`config.mk`:
```
export PLATFORM = sky130hd
export DESIGN_NAME = spider_pixel_reader
export DESIGN_NICKNAME = d
export VERILOG_FILES = /design/src/rtl/spider_pixel_reader.sv
export SDC_FILE = /design/constraint.sdc
export NUM_CORES = 1
export LEC_CHECK = 0
export CAP_MARGIN = 20
export CORE_MARGIN = 4
export CORE_UTILIZATION = 60
export CTS_CLUSTER_SIZE = 8
export DETAILED_ROUTE_END_ITERATION = 8
export PLACE_DENSITY = 0.87
export SYNTH_ARGS = -nofsm -noshare
export SYNTH_HDL_FRONTEND = slang
export SYNTH_SLANG_ARGS = --single-unit
```
`constraint.sdc`:
```
create_clock -name i_clk25 -period 12.8 [get_ports i_clk25]
set_clock_uncertainty 0.2 [all_clocks]
set_input_delay 3.84 -clock i_clk25 [delete_from_list [all_inputs] [get_ports i_clk25]]
set_output_delay 3.84 -clock i_clk25 [all_outputs]
set_load 0.005 [all_outputs]
```
`src/rtl/spider_pixel_reader.sv`:
```
// Read side of the spider position bus: per-frame snapshot, per-pixel sprite
// resolution with a 2-stage pipeline, and bullet-hit accumulation with kill pulses.
module spider_pixel_reader #(
  parameter int N_SPIDER = 4,
  parameter int SPR_W    = 32,
  parameter int SPR_H    = 32
) (
  input  logic                      i_clk25,
  input  logic                      i_reset_n,
  input  logic                      i_frame_start,
  input  logic [9:0]                i_pixel_x,
  input  logic [9:0]                i_pixel_y,
  input  logic                      i_video_on,
  input  logic                      i_bullet_pix,
  input  logic [10*N_SPIDER-1:0]    i_spider_x_bus,
  input  logic [10*N_SPIDER-1:0]    i_spider_y_bus,
  input  logic [N_SPIDER-1:0]       i_spider_alive,
  output logic                      o_spr_valid,
  output logic [1:0]                o_spr_idx,
  output logic [$clog2(SPR_H)+$clog2(SPR_W)-1:0] o_spr_addr,
  output logic [N_SPIDER-1:0]       o_hit_mask,
  output logic [N_SPIDER-1:0]       o_kill_pulse
);

  localparam int CW = $clog2(SPR_W);
  localparam int RW = $clog2(SPR_H);

  typedef enum logic {
    WAIT_FRAME = 1'b0,
    ACTIVE     = 1'b1
  } state_t;

  state_t r_state;
  state_t w_state_nxt;
  logic   w_active;

  logic [9:0]          r_sx [N_SPIDER];
  logic [9:0]          r_sy [N_SPIDER];
  logic [N_SPIDER-1:0] r_salive;

  logic [9:0] r_s1_px;
  logic [9:0] r_s1_py;
  logic       r_s1_von;
  logic       r_s1_bul;

  logic [N_SPIDER-1:0] w_cover;
  logic [N_SPIDER-1:0] w_hits;
  logic [9:0]          w_dx [N_SPIDER];
  logic [9:0]          w_dy [N_SPIDER];
  logic                w_valid;
  logic [1:0]          w_idx;
  logic [RW+CW-1:0]    w_addr;

  always_ff @(posedge i_clk25) begin
    if (!i_reset_n) r_state <= WAIT_FRAME;
    else            r_state <= w_state_nxt;
  end

  always_comb begin
    w_state_nxt = r_state;
    w_active    = (r_state == ACTIVE);
    if (r_state == WAIT_FRAME && i_frame_start) w_state_nxt = ACTIVE;
  end

  // Shadow copy of the bus, stable for the whole frame
  always_ff @(posedge i_clk25) begin
    if (!i_reset_n) begin
      for (int i = 0; i < N_SPIDER; i++) begin
        r_sx[i] <= '0;
        r_sy[i] <= '0;
      end
      r_salive <= '0;
    end else if (i_frame_start) begin
      for (int i = 0; i < N_SPIDER; i++) begin
        r_sx[i] <= i_spider_x_bus[10*i +: 10];
        r_sy[i] <= i_spider_y_bus[10*i +: 10];
      end
      r_salive <= i_spider_alive;
    end
  end

  always_ff @(posedge i_clk25) begin
    if (!i_reset_n) begin
      r_s1_px  <= '0;
      r_s1_py  <= '0;
      r_s1_von <= 1'b0;
      r_s1_bul <= 1'b0;
    end else begin
      r_s1_px  <= i_pixel_x;
      r_s1_py  <= i_pixel_y;
      r_s1_von <= i_video_on;
      r_s1_bul <= i_bullet_pix;
    end
  end

  // 11-bit bounds so a sprite near x=1023 does not wrap
  always_comb begin
    w_cover = '0;
    for (int i = 0; i < N_SPIDER; i++) begin
      w_dx[i]    = r_s1_px - r_sx[i];
      w_dy[i]    = r_s1_py - r_sy[i];
      w_cover[i] = w_active && r_s1_von && r_salive[i]
                && ({1'b0, r_s1_px} >= {1'b0, r_sx[i]})
                && ({1'b0, r_s1_px} <  ({1'b0, r_sx[i]} + 11'(SPR_W)))
                && ({1'b0, r_s1_py} >= {1'b0, r_sy[i]})
                && ({1'b0, r_s1_py} <  ({1'b0, r_sy[i]} + 11'(SPR_H)));
    end
    w_hits = w_cover & {N_SPIDER{r_s1_bul}};
  end

  // Walk from the top index down so the lowest covering index wins
  always_comb begin
    w_valid = 1'b0;
    w_idx   = '0;
    w_addr  = '0;
    for (int i = N_SPIDER - 1; i >= 0; i--) begin
      if (w_cover[i]) begin
        w_valid = 1'b1;
        w_idx   = 2'(i);
        w_addr  = {w_dy[i][RW-1:0], w_dx[i][CW-1:0]};
      end
    end
  end

  always_ff @(posedge i_clk25) begin
    if (!i_reset_n) begin
      o_spr_valid <= 1'b0;
      o_spr_idx   <= '0;
      o_spr_addr  <= '0;
    end else begin
      o_spr_valid <= w_valid;
      o_spr_idx   <= w_idx;
      o_spr_addr  <= w_addr;
    end
  end

  // A hit landing on the frame boundary counts toward the new frame
  always_ff @(posedge i_clk25) begin
    if (!i_reset_n) begin
      o_hit_mask   <= '0;
      o_kill_pulse <= '0;
    end else if (i_frame_start && w_active) begin
      o_kill_pulse <= o_hit_mask;
      o_hit_mask   <= w_hits;
    end else begin
      o_kill_pulse <= '0;
      o_hit_mask   <= o_hit_mask | w_hits;
    end
  end

endmodule
```
[Yosys cells after proc, flatten, opt, wreduce, memory -nomap -nowiden]
Memories as Yosys holds them, arrays and structs flattened.
Index checks and enable logic that the tools add are counted.
Storage, ports and cells
  bits in registers: 48
  memory bits (writable): 80
  input bits: 109
  output and inout bits: 21
  logic and storage cells: 108
  memories kept: 2
Memory list
  r_sx: words 4, width 10, rd ports 4, clocked after memory_dff 0, write ports 4, line 37  | logic [9:0] r_sx [N_SPIDER];
  r_sy: words 4, width 10, rd ports 4, clocked after memory_dff 0, write ports 4, line 38  | logic [9:0] r_sy [N_SPIDER];
Cells by class
  add/subtract/negate cells: 16
  magnitude comparators: 16
  multiplexer cells: 24
  bitwise logic cells: 12
  reduce and logical (&&, ||, !) cells: 26
Operator list (count)
  2-to-1 mux 10 bit: 12
  adder 10 x 6 -> 11 bit (second input constant): 8
  < comparator 10 x 11 -> 1 bit: 8
  greater-or-equal comparator 10 bit: 8
  subtractor 5 bit: 8
  logical AND 1 bit: 23
  2-to-1 mux 1 bit: 9
  bitwise OR 1 bit: 8
  bitwise AND 4 bit: 1
  2-to-1 mux 2 bit: 2
  2-to-1 mux 4 bit: 1
  bitwise OR 4 bit: 1
  OR reduction 3 bit: 1
  NOT 1 bit: 2
  AND reduction 2 bit: 1
  OR reduction 2 bit: 1

[Longest topological paths before layout]
  depth after elaboration: 10
  depth in mapped cells: 12

[Worst setup path before layout]
OpenSTA, ideal clock, no wires.
  kind: input to register
  start: in i_frame_start
  end: mem r_sx[0][0] (enable)
  setup time: 452 ps
  data arrival time: 6160 ps
  data required time: 12148 ps
  setup slack: 5988 ps
  stages: 2
  cells stage by stage: clkbuf_1 > nand2b_1
RTL lines
  start, declared: line 10  | input logic i_frame_start,
  end, declared: line 37

==> impl_metrics.csv <==
group,metric,value,unit
timing,worst_slew_slack_as_a_fraction_of_its_limit,0.4001,
clock_network,cts-root-buf,"clkbuf_16",
timing,tightestPinTransition,899.8,ps
synthesis,flop_and_latch_count_out_of_synthesis,128,
final_layout,post_route_cells_drive_above_1_share,0.05754,
critical_path,timing.critical_path.fanout_max,110,
synthesis,post_synth_inst_count,870,
synthesis,netlist.top_cell.by_area,"edfxtp_1",
timing,slew_viol_final,0,
critical_path,critical_path_arrival,5820,ps
drt,drt_first_iter_violations,576,
grt,grt_pass1_wl,37010,um
hold_path,hold_path_depth,2,
critical_path,worst_ep_required_time,12950,ps
synthesis,synth_fp_nets,1115,
synthesis,synth_cell_types,70,
hold_path,min_to,"r_salive[3]",
final_layout,final_nets,1240,
grt,grt-ovfl-total,0,
timing,final_min_period_over_clock_period,0.4426,
drt,route.final.wire_length,23110,um
timing,timing.final.ws_setup,7134,ps
synthesis,synth.area.top_cells,"edfxtp_1, ha_1, dfxtp_1, and3_1, inv_1",
synthesis,synth_ff_type,"edfxtp_1",
synthesis,post_synth_instance_area,8847,um2
placement,final_weighted_congestion_in_routability_driven_placement,0.9233,
synthesis,synth_area_per_cell,10.17,um2
timing,max_freq,176.5,MHz
hold_path,worst_hold_path_type,"flip-flop to flip-flop",
synthesis,synth.yosys.warnings,0,
drt,drtPass1Iterations,7,
grt,first_global_vias,7454,
floorplan,die_w,129.4,um
grt,groute.usage.overall,0.2836,
critical_path,endpoint_kind,"flip-flop",
drt,drc_errors,0,
timing,timing_hold_violations_final,0,
timing,setup-tns-final,0,ps
synthesis,post-synth-top-count-cell,"ha_1",
drt,postRouteAntennaNets,0,
power_and_ir_drop,p_leak,0.004874,uW
job,timing.max_cap.violations,0,
grt,grt_start_max_net_pins,111,
drt,post_drt_wl_per_cell,19.39,um
critical_path,rrSetupSlack,9160,ps
drt,route.detailed.vias_per_inst,6.185,
floorplan,floorplan.die_area,16750,um2
grt,antenna_found_initial,0,
final_layout,fillerInstances,977,
critical_path,crit_type,"input pin to flip-flop",
clock_network,clock-sinks,128,
critical_path,worstSetupStartpointType,"input pin",
clock_network,tritoncts_clock_tree,"yes",
synthesis,ys_top_cells_by_count,"ha_1, inv_1, and3_1",
synthesis,ys_async_sr_fraction,0,
clock_network,post_cts_resize_count,0,
clock_network,cts_hold_buf,0,
drt,num_vias,7372,
final_layout,syn2layout_area_growth,23.94,%
floorplan,core-area,14480,um2
power_and_ir_drop,worst_ir_drop_on_vdd,0.09879,mV
placement,place_hpwl,16320,um
clock_network,numCtsBuffers,17,
hold_path,worstHoldStart,"r_salive[3]",
synthesis,edff_count_synth,80,
floorplan,initial_utilization,0.6110,
placement,post-place-ws,6650,ps
final_layout,antenna-diode-count,0,
critical_path,r2r_cells,9,
outcome,run_status,"complete, no violations",
timing,shortest_period_the_worst_path_allows,5666,ps
clock_network,cts_buffer_depth,2,
critical_path,regToRegStartpoint,"r_s1_py[1]",
floorplan,floorplan.die.height,129.4,um
clock_network,cts_max_level,4,
clock_network,postCtsSetupBuffers,0,
synthesis,seq_area_frac_synth,0.3801,
clock_network,worst_path_clk_slew,60,ps
floorplan,floorplan.io_pins,130,
critical_path,rr_endpoint,"o_spr_addr[0]",
floorplan,placement_rows,44,
timing,setup_violations,0,
clock_network,clk-insertion-delay-late,440,ps
synthesis,synth_largest_type_area_fraction,0.2715,
power_and_ir_drop,power_per_cell_area,120.0,nW/um2
timing,rsz0062_at_grt,"no",
placement,numPortBuffers,129,
[kinds of logic (layout without fill, tap and decap cells)]
kind of cell / after synthesis / count (layout) / synth area share
compound gates: 171 / 171 / 0.1397
xor+xnor: 42 / 42 / 0.04158
fa+ha+maj: 136 / 136 / 0.1991
buf+inv: 125 / 263 / 0.05487
flops: 128 / 128 / 0.3801
mux: 11 / 11 / 0.01273
simple gates: 257 / 257 / 0.1718
[critical path, cell delays in order]
cell and delay (ps):
buf_2 70, buf_4 690, inv_1 580, a31oi_1 350, nand4_1 130, o221ai_1 110
[routing by layer]
layer | GRT usage | vias to the layer above | part of all wire
met5 | 0 | - | 0
met4 | 0.1455 | 0 | 0.039
met3 | 0.05359 | 83 | 0.073
met1 | 0.3551 | 3479 | 0.41
met2 | 0.4701 | 346 | 0.48
li1 | - | 3464 | -
[sequential cells by signal (all words and copies together), names as in the netlist]
name / cells
o_spr_idx: 2
r_s1_py: 10
o_hit_mask: 4
r_s1_von: 1
o_spr_valid: 1
o_spr_addr: 10
r_sx: 40
o_kill_pulse: 4
r_sy: 40
r_s1_bul: 1
r_s1_px: 10
r_salive: 4
r_state: 1
[layout make-up]
type | instances | area (um2) | area share
flip-flops and latches | 128 | 3363 | 0.3067
multi-input cells | 617 | 5006 | 0.4565
clock inverters | 12 | 170.2 | 0.01552
repair buffers | 132 | 1324 | 0.1207
well taps | 184 | 230.2 | 0.02100
inverters | 99 | 371.6 | 0.03389
clock buffers | 20 | 500.5 | 0.04564
[placed cells by master (no fill, tap or decap), types with 5 or more instances in the layout]
| cell | n |
|---|---|
| o31a_1 | 5 |
| and4_1 | 6 |
| o221ai_1 | 9 |
| a31oi_1 | 10 |
| nand2b_1 | 13 |
| nor2b_1 | 7 |
| a21o_1 | 12 |
| xor2_1 | 8 |
| clkdlybuf4s50_1 | 127 |
| o2111ai_1 | 6 |
| nor4_1 | 5 |
| xnor2_1 | 34 |
| o21a_1 | 13 |
| nand2_1 | 14 |
| nand3_1 | 25 |
| nor2_1 | 42 |
| clkbuf_16 | 20 |
| and2_1 | 23 |
| a21oi_1 | 35 |
| o21ai_0 | 21 |
| edfxtp_1 | 80 |
| fa_1 | 8 |
| a211o_1 | 5 |
| inv_1 | 99 |
| a211oi_1 | 7 |
| mux2i_1 | 9 |
| ha_1 | 128 |
| and3_1 | 89 |
| a41oi_1 | 6 |
| nand4_1 | 7 |
| dfxtp_1 | 48 |
[power by group]
part	switching, uW	total (uW)	leakage, uW	internal [uW]
logic	142	272	0.00329	130
registers	27.1	494	0.00125	467
clock network	190	549	0.000326	360
total	359	1320	0.00487	957
[worst max path at each step]
| stage | start | to | slack, ps | cells past startpoint |
|---|---|---|---|---|
| 2_1_floorplan | i_frame_start | r_sx[0][0] | 5990 | 2 |
| 3_3_place_gp | i_frame_start | r_sx[3][9] | 6740 | 3 |
| 3_5_place_dp | i_reset_n | r_sy[0][30] | 6650 | 3 |
| 4_1_cts | i_frame_start | r_sx[2][0] | 7090 | 3 |
| 5_1_grt | i_reset_n | o_spr_addr[8] | 6930 | 6 |
| 6_report | i_reset_n | o_spr_addr[9] | 7130 | 6 |
[through the flow]
| step | utilization | hold slack, ps | cell area, um2 | power [uW] | cells |
|---|---|---|---|---|---|
| floorplan | - | 251.6 | 8847 | 671.3 | 870 |
| global placement | 0.7091 | 278.4 | 10270 | 751.3 | 1159 |
| detailed placement | 0.7091 | 283.3 | 10270 | 762.3 | 1159 |
| CTS | 0.7554 | 295.8 | 10940 | 1312 | 1191 |
| global route | 0.7573 | 314.0 | 10970 | 1370 | 1192 |
| finish | 0.7573 | 297.8 | 10970 | 1315 | 1192 |
Note: power is estimated with default switching activity, not from simulation.
